==> config.mk <==
export PLATFORM = sky130hd
export DESIGN_NAME = channel_sim_sequencer
export DESIGN_NICKNAME = d
export VERILOG_FILES = /design/src/rtl/serdes_sim_pkg.sv /design/src/rtl/seq_down_timer.sv /design/src/rtl/channel_sim_sequencer.sv
export SDC_FILE = /design/constraint.sdc
export NUM_CORES = 1
export LEC_CHECK = 0
export ABC_AREA = 1
export ABC_CLOCK_PERIOD_IN_PS = 4200
export CAP_MARGIN = 20
export CORE_MARGIN = 5
export CORE_UTILIZATION = 30
export DETAILED_ROUTE_END_ITERATION = 12
export PLACE_DENSITY = 0.53
export SYNTH_ARGS = -nofsm -noshare
export SYNTH_HDL_FRONTEND = slang
export SYNTH_SLANG_ARGS = --single-unit
==> constraint.sdc <==
create_clock -name clk -period 4.2 [get_ports clk]
set_input_delay 0.84 -clock clk [delete_from_list [all_inputs] [get_ports clk]]
set_output_delay 0.84 -clock clk [all_outputs]
set_load 0.02 [all_outputs]
==> src/rtl/serdes_sim_pkg.sv <==
// Shared definitions for the Tx channel-simulation blocks: sequencer state
// encoding, datapath defaults and a constant-safe clog2 helper.
package serdes_sim_pkg;

  typedef enum logic [2:0] {
    IDLE  = 3'd0,
    LOAD  = 3'd1,
    RUN   = 3'd2,
    GAP   = 3'd3,
    DRAIN = 3'd4,
    DONE  = 3'd5
  } seq_state_e;

  localparam int SIGNAL_RESOLUTION = 8;
  localparam int SYMBOL_SEPERATION = 8;

  function automatic int clog2(input int value);
    int res;
    res = 0;
    while ((1 << res) < value) res = res + 1;
    return res;
  endfunction

endpackage

==> src/rtl/seq_down_timer.sv <==
// Loadable down-counter that stops at zero; zero_o reflects the registered count.
module seq_down_timer #(
  parameter int W = 8
) (
  input  logic         clk,
  input  logic         rstn,
  input  logic         load_i,
  input  logic [W-1:0] load_val_i,
  input  logic         dec_i,
  output logic         zero_o
);

  logic [W-1:0] count_q;
  logic [W-1:0] count_d;

  always_comb begin
    count_d = count_q;
    if (load_i) begin
      count_d = load_val_i;
    end else if (dec_i && (count_q != '0)) begin
      count_d = count_q - W'(1);
    end
  end

  always_ff @(posedge clk) begin
    if (!rstn) begin
      count_q <= '0;
    end else begin
      count_q <= count_d;
    end
  end

  assign zero_o = (count_q == '0);

endmodule

==> src/rtl/channel_sim_sequencer.sv <==
// Run controller for the channel-simulation datapath: loads channel taps,
// paces symbol strobes, then drains returned samples with a timeout.
module channel_sim_sequencer
  import serdes_sim_pkg::*;
#(
  parameter int  PULSE_RESPONSE_LENGTH = 2,
  parameter int  TAP_WIDTH             = 8,
  parameter int  COUNT_WIDTH           = 16,
  parameter int  DRAIN_TIMEOUT         = 64,
  localparam int AW = (clog2(PULSE_RESPONSE_LENGTH) < 1) ? 1 : clog2(PULSE_RESPONSE_LENGTH)
) (
  input  logic                   clk,
  input  logic                   rstn,
  input  logic                   start,
  input  logic                   abort,
  input  logic [COUNT_WIDTH-1:0] num_symbols,
  input  logic [7:0]             gap_cycles,
  input  logic [TAP_WIDTH-1:0]   tap_in_data,
  input  logic                   tap_in_valid,
  output logic                   tap_in_ready,
  output logic                   tap_wr_en,
  output logic [AW-1:0]          tap_wr_addr,
  output logic [TAP_WIDTH-1:0]   tap_wr_data,
  output logic                   sym_valid,
  input  logic                   chan_valid,
  output logic                   busy,
  output logic                   done,
  output logic [COUNT_WIDTH-1:0] symbols_sent,
  output logic [COUNT_WIDTH-1:0] samples_received,
  output logic                   err_timeout
);

  localparam int            DTW      = clog2(DRAIN_TIMEOUT + 1);
  localparam logic [AW-1:0] LAST_TAP = AW'(PULSE_RESPONSE_LENGTH - 1);

  seq_state_e             state_q, state_d;
  logic [COUNT_WIDTH-1:0] num_sym_q, num_sym_d;
  logic [7:0]             gap_q, gap_d;
  logic [AW-1:0]          tap_idx_q, tap_idx_d;
  logic [COUNT_WIDTH-1:0] sym_cnt_q, sym_cnt_d;
  logic [COUNT_WIDTH-1:0] smp_cnt_q, smp_cnt_d;
  logic                   err_q, err_d;
  logic                   wr_en_q, wr_en_d;
  logic [AW-1:0]          wr_addr_q, wr_addr_d;
  logic [TAP_WIDTH-1:0]   wr_data_q, wr_data_d;
  logic                   ready_q, ready_d;
  logic                   sym_valid_q, sym_valid_d;
  logic                   busy_q, busy_d;
  logic                   done_q, done_d;

  logic gap_load, gap_dec, gap_zero;
  logic drain_load, drain_dec, drain_zero;
  logic tap_xfer;

  seq_down_timer #(.W(8)) u_gap_timer (
    .clk        (clk),
    .rstn       (rstn),
    .load_i     (gap_load),
    .load_val_i (gap_q - 8'd1),
    .dec_i      (gap_dec),
    .zero_o     (gap_zero)
  );

  seq_down_timer #(.W(DTW)) u_drain_timer (
    .clk        (clk),
    .rstn       (rstn),
    .load_i     (drain_load),
    .load_val_i (DTW'(DRAIN_TIMEOUT - 1)),
    .dec_i      (drain_dec),
    .zero_o     (drain_zero)
  );

  always_comb begin
    state_d    = state_q;
    num_sym_d  = num_sym_q;
    gap_d      = gap_q;
    tap_idx_d  = tap_idx_q;
    sym_cnt_d  = sym_cnt_q;
    smp_cnt_d  = smp_cnt_q;
    err_d      = err_q;
    wr_en_d    = 1'b0;
    wr_addr_d  = wr_addr_q;
    wr_data_d  = wr_data_q;
    gap_load   = 1'b0;
    gap_dec    = 1'b0;
    drain_load = 1'b0;
    drain_dec  = 1'b0;
    tap_xfer   = tap_in_valid && ready_q;

    // Returned samples only belong to the run while it is active.
    if ((state_q inside {LOAD, RUN, GAP, DRAIN}) && chan_valid && (smp_cnt_q != '1)) begin
      smp_cnt_d = smp_cnt_q + COUNT_WIDTH'(1);
    end
    if (state_q == RUN) begin
      sym_cnt_d = sym_cnt_q + COUNT_WIDTH'(1);
    end

    case (state_q)
      IDLE: begin
        if (start && !abort) begin
          num_sym_d = num_symbols;
          gap_d     = gap_cycles;
          sym_cnt_d = '0;
          smp_cnt_d = '0;
          err_d     = 1'b0;
          tap_idx_d = '0;
          state_d   = LOAD;
        end
      end
      LOAD: begin
        if (tap_xfer) begin
          wr_en_d   = 1'b1;
          wr_addr_d = tap_idx_q;
          wr_data_d = tap_in_data;
          tap_idx_d = tap_idx_q + AW'(1);
          if (tap_idx_q == LAST_TAP) begin
            if (num_sym_q == '0) begin
              state_d    = DRAIN;
              drain_load = 1'b1;
            end else begin
              state_d = RUN;
            end
          end
        end
      end
      RUN: begin
        if (sym_cnt_d == num_sym_q) begin
          state_d    = DRAIN;
          drain_load = 1'b1;
        end else if (gap_q == 8'd0) begin
          state_d = RUN;
        end else begin
          state_d  = GAP;
          gap_load = 1'b1;
        end
      end
      GAP: begin
        if (gap_zero) begin
          state_d = RUN;
        end else begin
          gap_dec = 1'b1;
        end
      end
      DRAIN: begin
        if (smp_cnt_q >= sym_cnt_q) begin
          state_d = DONE;
        end else if (drain_zero) begin
          err_d   = 1'b1;
          state_d = DONE;
        end else begin
          drain_dec = 1'b1;
        end
      end
      DONE:    state_d = IDLE;
      default: state_d = IDLE;
    endcase

    if (abort) begin
      state_d = IDLE;
      wr_en_d = 1'b0;
    end

    // Strobe outputs are registered copies of what the next state implies.
    ready_d     = (state_d == LOAD);
    sym_valid_d = (state_d == RUN);
    busy_d      = (state_d != IDLE);
    done_d      = (state_d == DONE);
  end

  always_ff @(posedge clk) begin
    if (!rstn) begin
      state_q     <= IDLE;
      num_sym_q   <= '0;
      gap_q       <= '0;
      tap_idx_q   <= '0;
      sym_cnt_q   <= '0;
      smp_cnt_q   <= '0;
      err_q       <= 1'b0;
      wr_en_q     <= 1'b0;
      wr_addr_q   <= '0;
      wr_data_q   <= '0;
      ready_q     <= 1'b0;
      sym_valid_q <= 1'b0;
      busy_q      <= 1'b0;
      done_q      <= 1'b0;
    end else begin
      state_q     <= state_d;
      num_sym_q   <= num_sym_d;
      gap_q       <= gap_d;
      tap_idx_q   <= tap_idx_d;
      sym_cnt_q   <= sym_cnt_d;
      smp_cnt_q   <= smp_cnt_d;
      err_q       <= err_d;
      wr_en_q     <= wr_en_d;
      wr_addr_q   <= wr_addr_d;
      wr_data_q   <= wr_data_d;
      ready_q     <= ready_d;
      sym_valid_q <= sym_valid_d;
      busy_q      <= busy_d;
      done_q      <= done_d;
    end
  end

  assign tap_in_ready     = ready_q;
  assign tap_wr_en        = wr_en_q;
  assign tap_wr_addr      = wr_addr_q;
  assign tap_wr_data      = wr_data_q;
  assign sym_valid        = sym_valid_q;
  assign busy             = busy_q;
  assign done             = done_q;
  assign symbols_sent     = sym_cnt_q;
  assign samples_received = smp_cnt_q;
  assign err_timeout      = err_q;

endmodule
=== After elaboration in Yosys (flattened, before gate mapping) ===
Index checks and enable logic that the tools add are counted.

* Flip-flop bits (word level): 90
* Bits of input ports: 38
* Output and inout port bits: 47
* Word-level logic and storage cells: 106

* $add $sub $neg: 6
* $lt $le $gt $ge: 1
* Eq/ne operators: 13
* Mux-type cells: 41
* Bitwise operators: 2
* Reductions and logical operators: 26

{| class="wikitable"
|+ Operators with widths
! kind !! count
|-
| two-way mux 16 bit || 6
|-
| adder 16 x 1 -> 16 bit, second input constant || 2
|-
| two-way mux 3 bit || 9
|-
| two-way mux 1 bit || 18
|-
| equality test 16 bit || 1
|-
| >= comparator 16 bit || 1
|-
| zero test 16 bit || 1
|-
| zero test 8 bit || 2
|-
| two-way mux 8 bit || 2
|-
| inequality test 16 bit, second input constant || 1
|-
| subtractor 8 x 1 -> 8 bit, second input constant || 2
|-
| one-hot mux 3 bit (5 select lines) || 1
|-
| two-way mux 6 bit || 2
|-
| equality test 3 x 2 -> 1 bit, second input constant || 3
|-
| inequality test 2 bit, second input constant || 4
|-
| nonzero test 2 bit || 4
|-
| nonzero test 8 bit || 1
|-
| zero test 7 bit || 1
|-
| nonzero test 7 bit || 1
|-
| subtractor 7 x 1 -> 7 bit, second input constant || 1
|-
| equality test 3 x 1 -> 1 bit, second input constant || 2
|-
| equality test 3 bit, second input constant || 2
|-
| logical AND 1 bit || 6
|-
| one-hot mux 1 bit (2 select lines) || 3
|-
| 11 further kinds || 13
|}

=== Logic depth before layout (Yosys ltp) ===
* Depth in word-level cells: 7
* Gate-level depth with buffers: 24
* Depth with buffers taken out: 23

=== Modules after synthesis ===
A second synthesis with hierarchy kept.

* Cells, all modules: 804
* Area total of the unflattened synthesis: 5271.3 µm²

{| class="wikitable"
|+ Modules (own cells, without submodules)
! module !! instances !! cells each !! area an instance (µm²) !! sequential area each (µm²)
|-
| channel_sim_sequencer || 1 || 608 || 4140.2 || 1501.4
|-
| seq_down_timer (u_gap_timer) || 1 || 104 || 600.6 || 160.2
|-
| seq_down_timer (u_drain_timer) || 1 || 92 || 530.5 || 140.1
|}

=== Least setup slack after synthesis ===
OpenSTA, ideal clock, no wires.

* Kind: reg-to-reg
* Start point: register sym_cnt_q[0] (netlist: symbols_sent[0])
* End point: register u_gap_timer.count_q[2]
* Setup time: 117 ps
* Arrival time: 2684 ps
* Data required time: 4083 ps
* Setup slack: 1399 ps
* Stages on the path, launching flop included: 21
* Path buffers: 1
* Clock period less this slack: 2801 ps
* Cell sequence: dfxtp_1 ha_1 nand3_1 nor2_1 buf_4 nand3_1 nand2_1 nand3_1 nand2_1 nand3_1 nor2_2 nand3_4 nand3_4 nand2_1 o21ai_1 inv_1 ha_1 nand2_1 nand2_1 o221ai_1 inv_1

* Longest elaborated chain between the ends: 6
* Elaborated cells between the ends (all ways): 7
* Those cells by class: add/sub: 1; eq/ne: 1; mux: 4; reduce/logical: 1

{| class="wikitable"
|+ Ends and longest elaborated chain
! what !! RTL line !! text
|-
| from (decl) || channel_sim_sequencer.sv:40 || <nowiki>logic [COUNT_WIDTH-1:0] sym_cnt_q, sym_cnt_d;</nowiki>
|-
| from (signal assigned) || channel_sim_sequencer.sv:191 || <nowiki>sym_cnt_q <= sym_cnt_d;</nowiki>
|-
| adder 16 x 1 -> 16 bit || channel_sim_sequencer.sv:95 || <nowiki>sym_cnt_d = sym_cnt_q + COUNT_WIDTH'(1);</nowiki>
|-
| two-way mux 16 bit * || channel_sim_sequencer.sv:94 || <nowiki>if (state_q == RUN) begin</nowiki>
|-
| equality test 16 bit * || channel_sim_sequencer.sv:127 || <nowiki>if (sym_cnt_d == num_sym_q) begin</nowiki>
|-
| two-way mux 1 bit * || channel_sim_sequencer.sv:127 ||
|-
| two-way mux 1 bit * || channel_sim_sequencer.sv:98 || <nowiki>case (state_q)</nowiki>
|-
| two-way mux 8 bit / nonzero test 2 bit (equally long branches) || - ||
|-
| to (signal assigned) || seq_down_timer.sv:29 || <nowiki>count_q <= count_d;</nowiki>
|-
| to (decl) || seq_down_timer.sv:13 || <nowiki>logic [W-1:0] count_q;</nowiki>
|}

Every way passes the cells marked *; elsewhere a longest branch is shown, timed or not.
A chain may end at the register's enable or synchronous reset.

=== Worst setup path after layout ===
Ends and elaborated chain as after synthesis.

==> impl_metrics.ini <==
[status]
outcome = finished, final reports clean

[placed_design]
dp_hpwl_um = 10500
port_buffers = 84
gp_congestion = 0.826
placement.cell_area_um2 = 5930
placement.setup.worst_slack_ns = 0.743

[worst_setup_path]
worstPathMaxFanout = 15
worst-endpoint-required_ns = 4.44
timing.setup.critical_path_class = reg -> reg
cp_data_arrival_time_ns = 3.59
critical_path.endpoint_type = flop
timing.critical_path.from_type = flop

[grt]
initial_antenna_violation_count = 0
grt.overflow.total = 0
grt_first_pass_wirelength_um = 22000
grt_usage_pct = 14.8
maximum_number_of_pins_on_one_net_before_global_route_repair = 39
vias_in_the_first_global_route = 4544

[sta]
fmax_mhz = 298
final.period_utilization_pct = 79.8
timing.clock.skew_ns = 0.0101
worst_pin_slew_ns = 0.623
tns_ns = 0
max_slew_violation_count = 0
least_setup_slack_across_all_paths_after_layout_ns = 0.847
shortest_clock_period_the_worst_path_allows_after_layout_ns = 3.35
setup_violations = 0
hold_viol_final = 0
grt_setup_unrepaired = false
max_slew_margin_pct = 58.3

[yosys]
synthesized_area_per_cell_um2 = 6.82
post_synth_num_cell_types = 40
yosysSeqAreaShare_pct = 37.1
yosysWarnings = 0
synth.net_count = 772
syn_inst = 713
synth_top_flop_cell = sky130_fd_sc_hd__dfxtp_1
synth.ff_latch_count = 90
synthArstFlopShare_pct = 0
post_synth_instance_area_um2 = 4860
synth_edf_count = 0

[run]
timing.max_cap.violations = 0

[detailed_routing]
route.antenna.remaining_nets = 0
drt_first_pass_iters = 4
routedWlPerCell_um = 13.2
drtIter0Drc = 263
route.final.wire_length_um = 13400
drc_errors = 0
routed_via_density = 4.61
route.vias.total = 4675

[floorplanning]
core_area_um2 = 15900
initial_utilization_pct = 30.6
fp.dieH_um = 137
placement_rows = 46
ioPinCount = 85
die_width_um = 137
die-area_um2 = 18900

[final_layout]
stdcell_area_um2 = 6200
layout-area-overhead-vs-synth_pct = 27.4
diodes_inserted = 0
final_design_utilization_pct = 39.0
design.final.nets = 854
final_common_cell = sky130_fd_sc_hd__nand2_1
fillCellCount = 1706
final_layout_size_suffix_gt1_share_pct = 5.13
layout_common_cells = 149 x sky130_fd_sc_hd__nand2_1, 90 x sky130_fd_sc_hd__dfxtp_1, 89 x sky130_fd_sc_hd__inv_1, 89 x sky130_fd_sc_hd__nor2_1, 84 x sky130_fd_sc_hd__clkdlybuf4s50_1

[min_path]
worst_hold_path_type = reg -> reg

[power_and_ir_drop]
leak_pwr_nw = 2.69
power_density_nw_per_um2 = 287
power.ir.vdd_worst_mv = 0.204

[clocking]
cts-buffers-inserted = 9
ctsHoldBuffers = 0
htree_num_levels = 3
post_cts_resized = 0
tritoncts_clock_tree = yes
post_cts_buffers = 0
numClockSinks = 90
insertion_delay_ns = 0.35
cts_root_buf = sky130_fd_sc_hd__clkbuf_16
clk_path_buf_depth = 2
path_clk_slew_ns = 0.07
routing by layer:
metal	track usage (%)	routed length, um	up-vias
li1	-	-	2484
met1	19.1	6390	2086
met2	24.2	6160	98
met3	4.60	713	7
met4	3.88	108	0
met5	0	0	-
synth_stat cells (all sizes together) (2+ instances only):
master,count,area share (%)
inv,95,7.3
nand4,22,2.8
nand2,151,12
nor3,15,1.5
clkinv,3,0.23
buf,5,0.64
a21oi,47,4.8
nor2,97,8.1
clkbuf,14,1.1
a21boi,2,0.39
xnor2,5,0.90
nand3,57,6.6
o221ai,2,0.36
dfxtp,90,37
o211ai,3,0.46
nor3b,2,0.31
or2,2,0.26
nor4,4,0.51
xor2,11,2.0
ha,21,5.4
nand3b,2,0.31
o21ai,57,5.9
critical path: stages, from the launching register on:
cell and delay (ns):
sky130_fd_sc_hd__dfxtp_1 0.41, sky130_fd_sc_hd__ha_1 0.22, sky130_fd_sc_hd__nand3_1 0.11, sky130_fd_sc_hd__nor2_1 0.52
sky130_fd_sc_hd__nand3_1 0.24, sky130_fd_sc_hd__xnor3_1 0.26, sky130_fd_sc_hd__nand2_1 0.06, sky130_fd_sc_hd__nor2_2 0.14
sky130_fd_sc_hd__nand3_4 0.17, sky130_fd_sc_hd__nand3_4 0.18, sky130_fd_sc_hd__nand2_1 0.07, sky130_fd_sc_hd__o21ai_1 0.17
sky130_fd_sc_hd__inv_1 0.08, sky130_fd_sc_hd__ha_1 0.26, sky130_fd_sc_hd__nand2_1 0.10, sky130_fd_sc_hd__nand2_1 0.05
sky130_fd_sc_hd__o221ai_1 0.15, sky130_fd_sc_hd__inv_1 0.05
cell families after synthesis:
logic type                 count (synthesis)  share of synthesized area [%]
adders and majority gates                 21                           5.40
and+or+nand+nor                          352                           32.2
buffers and inverters                    117                           9.29
xor gates and xnor gates                  17                           3.35
AOI/OAI and AO/OA                        116                           12.7
DFF                                       90                           37.1
sequential cells by signal, summed over array words and instances, names as in the netlist:
register	flops
busy	1
num_sym_q	16
u_drain_timer.count_q	7
u_gap_timer.count_q	8
tap_wr_addr	1
gap_q	8
state_q	3
symbols_sent	16
done	1
samples_received	16
sym_valid	1
err_timeout	1
tap_wr_data	8
tap_idx_q	1
tap_wr_en	1
tap_in_ready	1
per-stage QoR:
stage	power (mW)	hold WS [ns]	std cells
2_1_floorplan	0.990	0.439	713
3_3_place_gp	1.06	0.460	1000
3_5_place_dp	1.06	0.461	1000
4_1_cts	1.81	0.474	1015
5_1_grt	1.86	0.490	1015
6_report	1.78	0.475	1015
path summary, 6_finish.rpt:
path / cells past startpoint / slack, ns / startpoint / endpoint
min: 2 / 0.47 / tap_wr_addr / tap_wr_addr
max reg2reg: 17 / 0.85 / symbols_sent[0] / u_gap_timer.count_q[2]
min reg2reg: 2 / 0.47 / tap_wr_addr / tap_wr_addr
max: 17 / 0.85 / symbols_sent[0] / u_gap_timer.count_q[2]
power breakdown:
group	total [mW]	leakage (nW)	internal, mW	switching [mW]
Clock	0.742	0.122	0.399	0.342
Combinational	0.152	1.84	0.0680	0.0836
Sequential	0.887	0.730	0.873	0.0144
area by class of cell:
| class | instances | area, um2 | share of cell area (%) |
|---|---|---|---|
| multi-input cells | 506 | 2610 | 42.1 |
| flip-flops and latches | 90 | 1800 | 29.1 |
| repair buffers | 90 | 886 | 14.3 |
| inverters | 98 | 368 | 5.94 |
| well taps | 216 | 270 | 4.36 |
| clock buffers | 11 | 233 | 3.76 |
| clock inverters | 4 | 28.8 | 0.464 |
(Power assumes the default switching activity.)
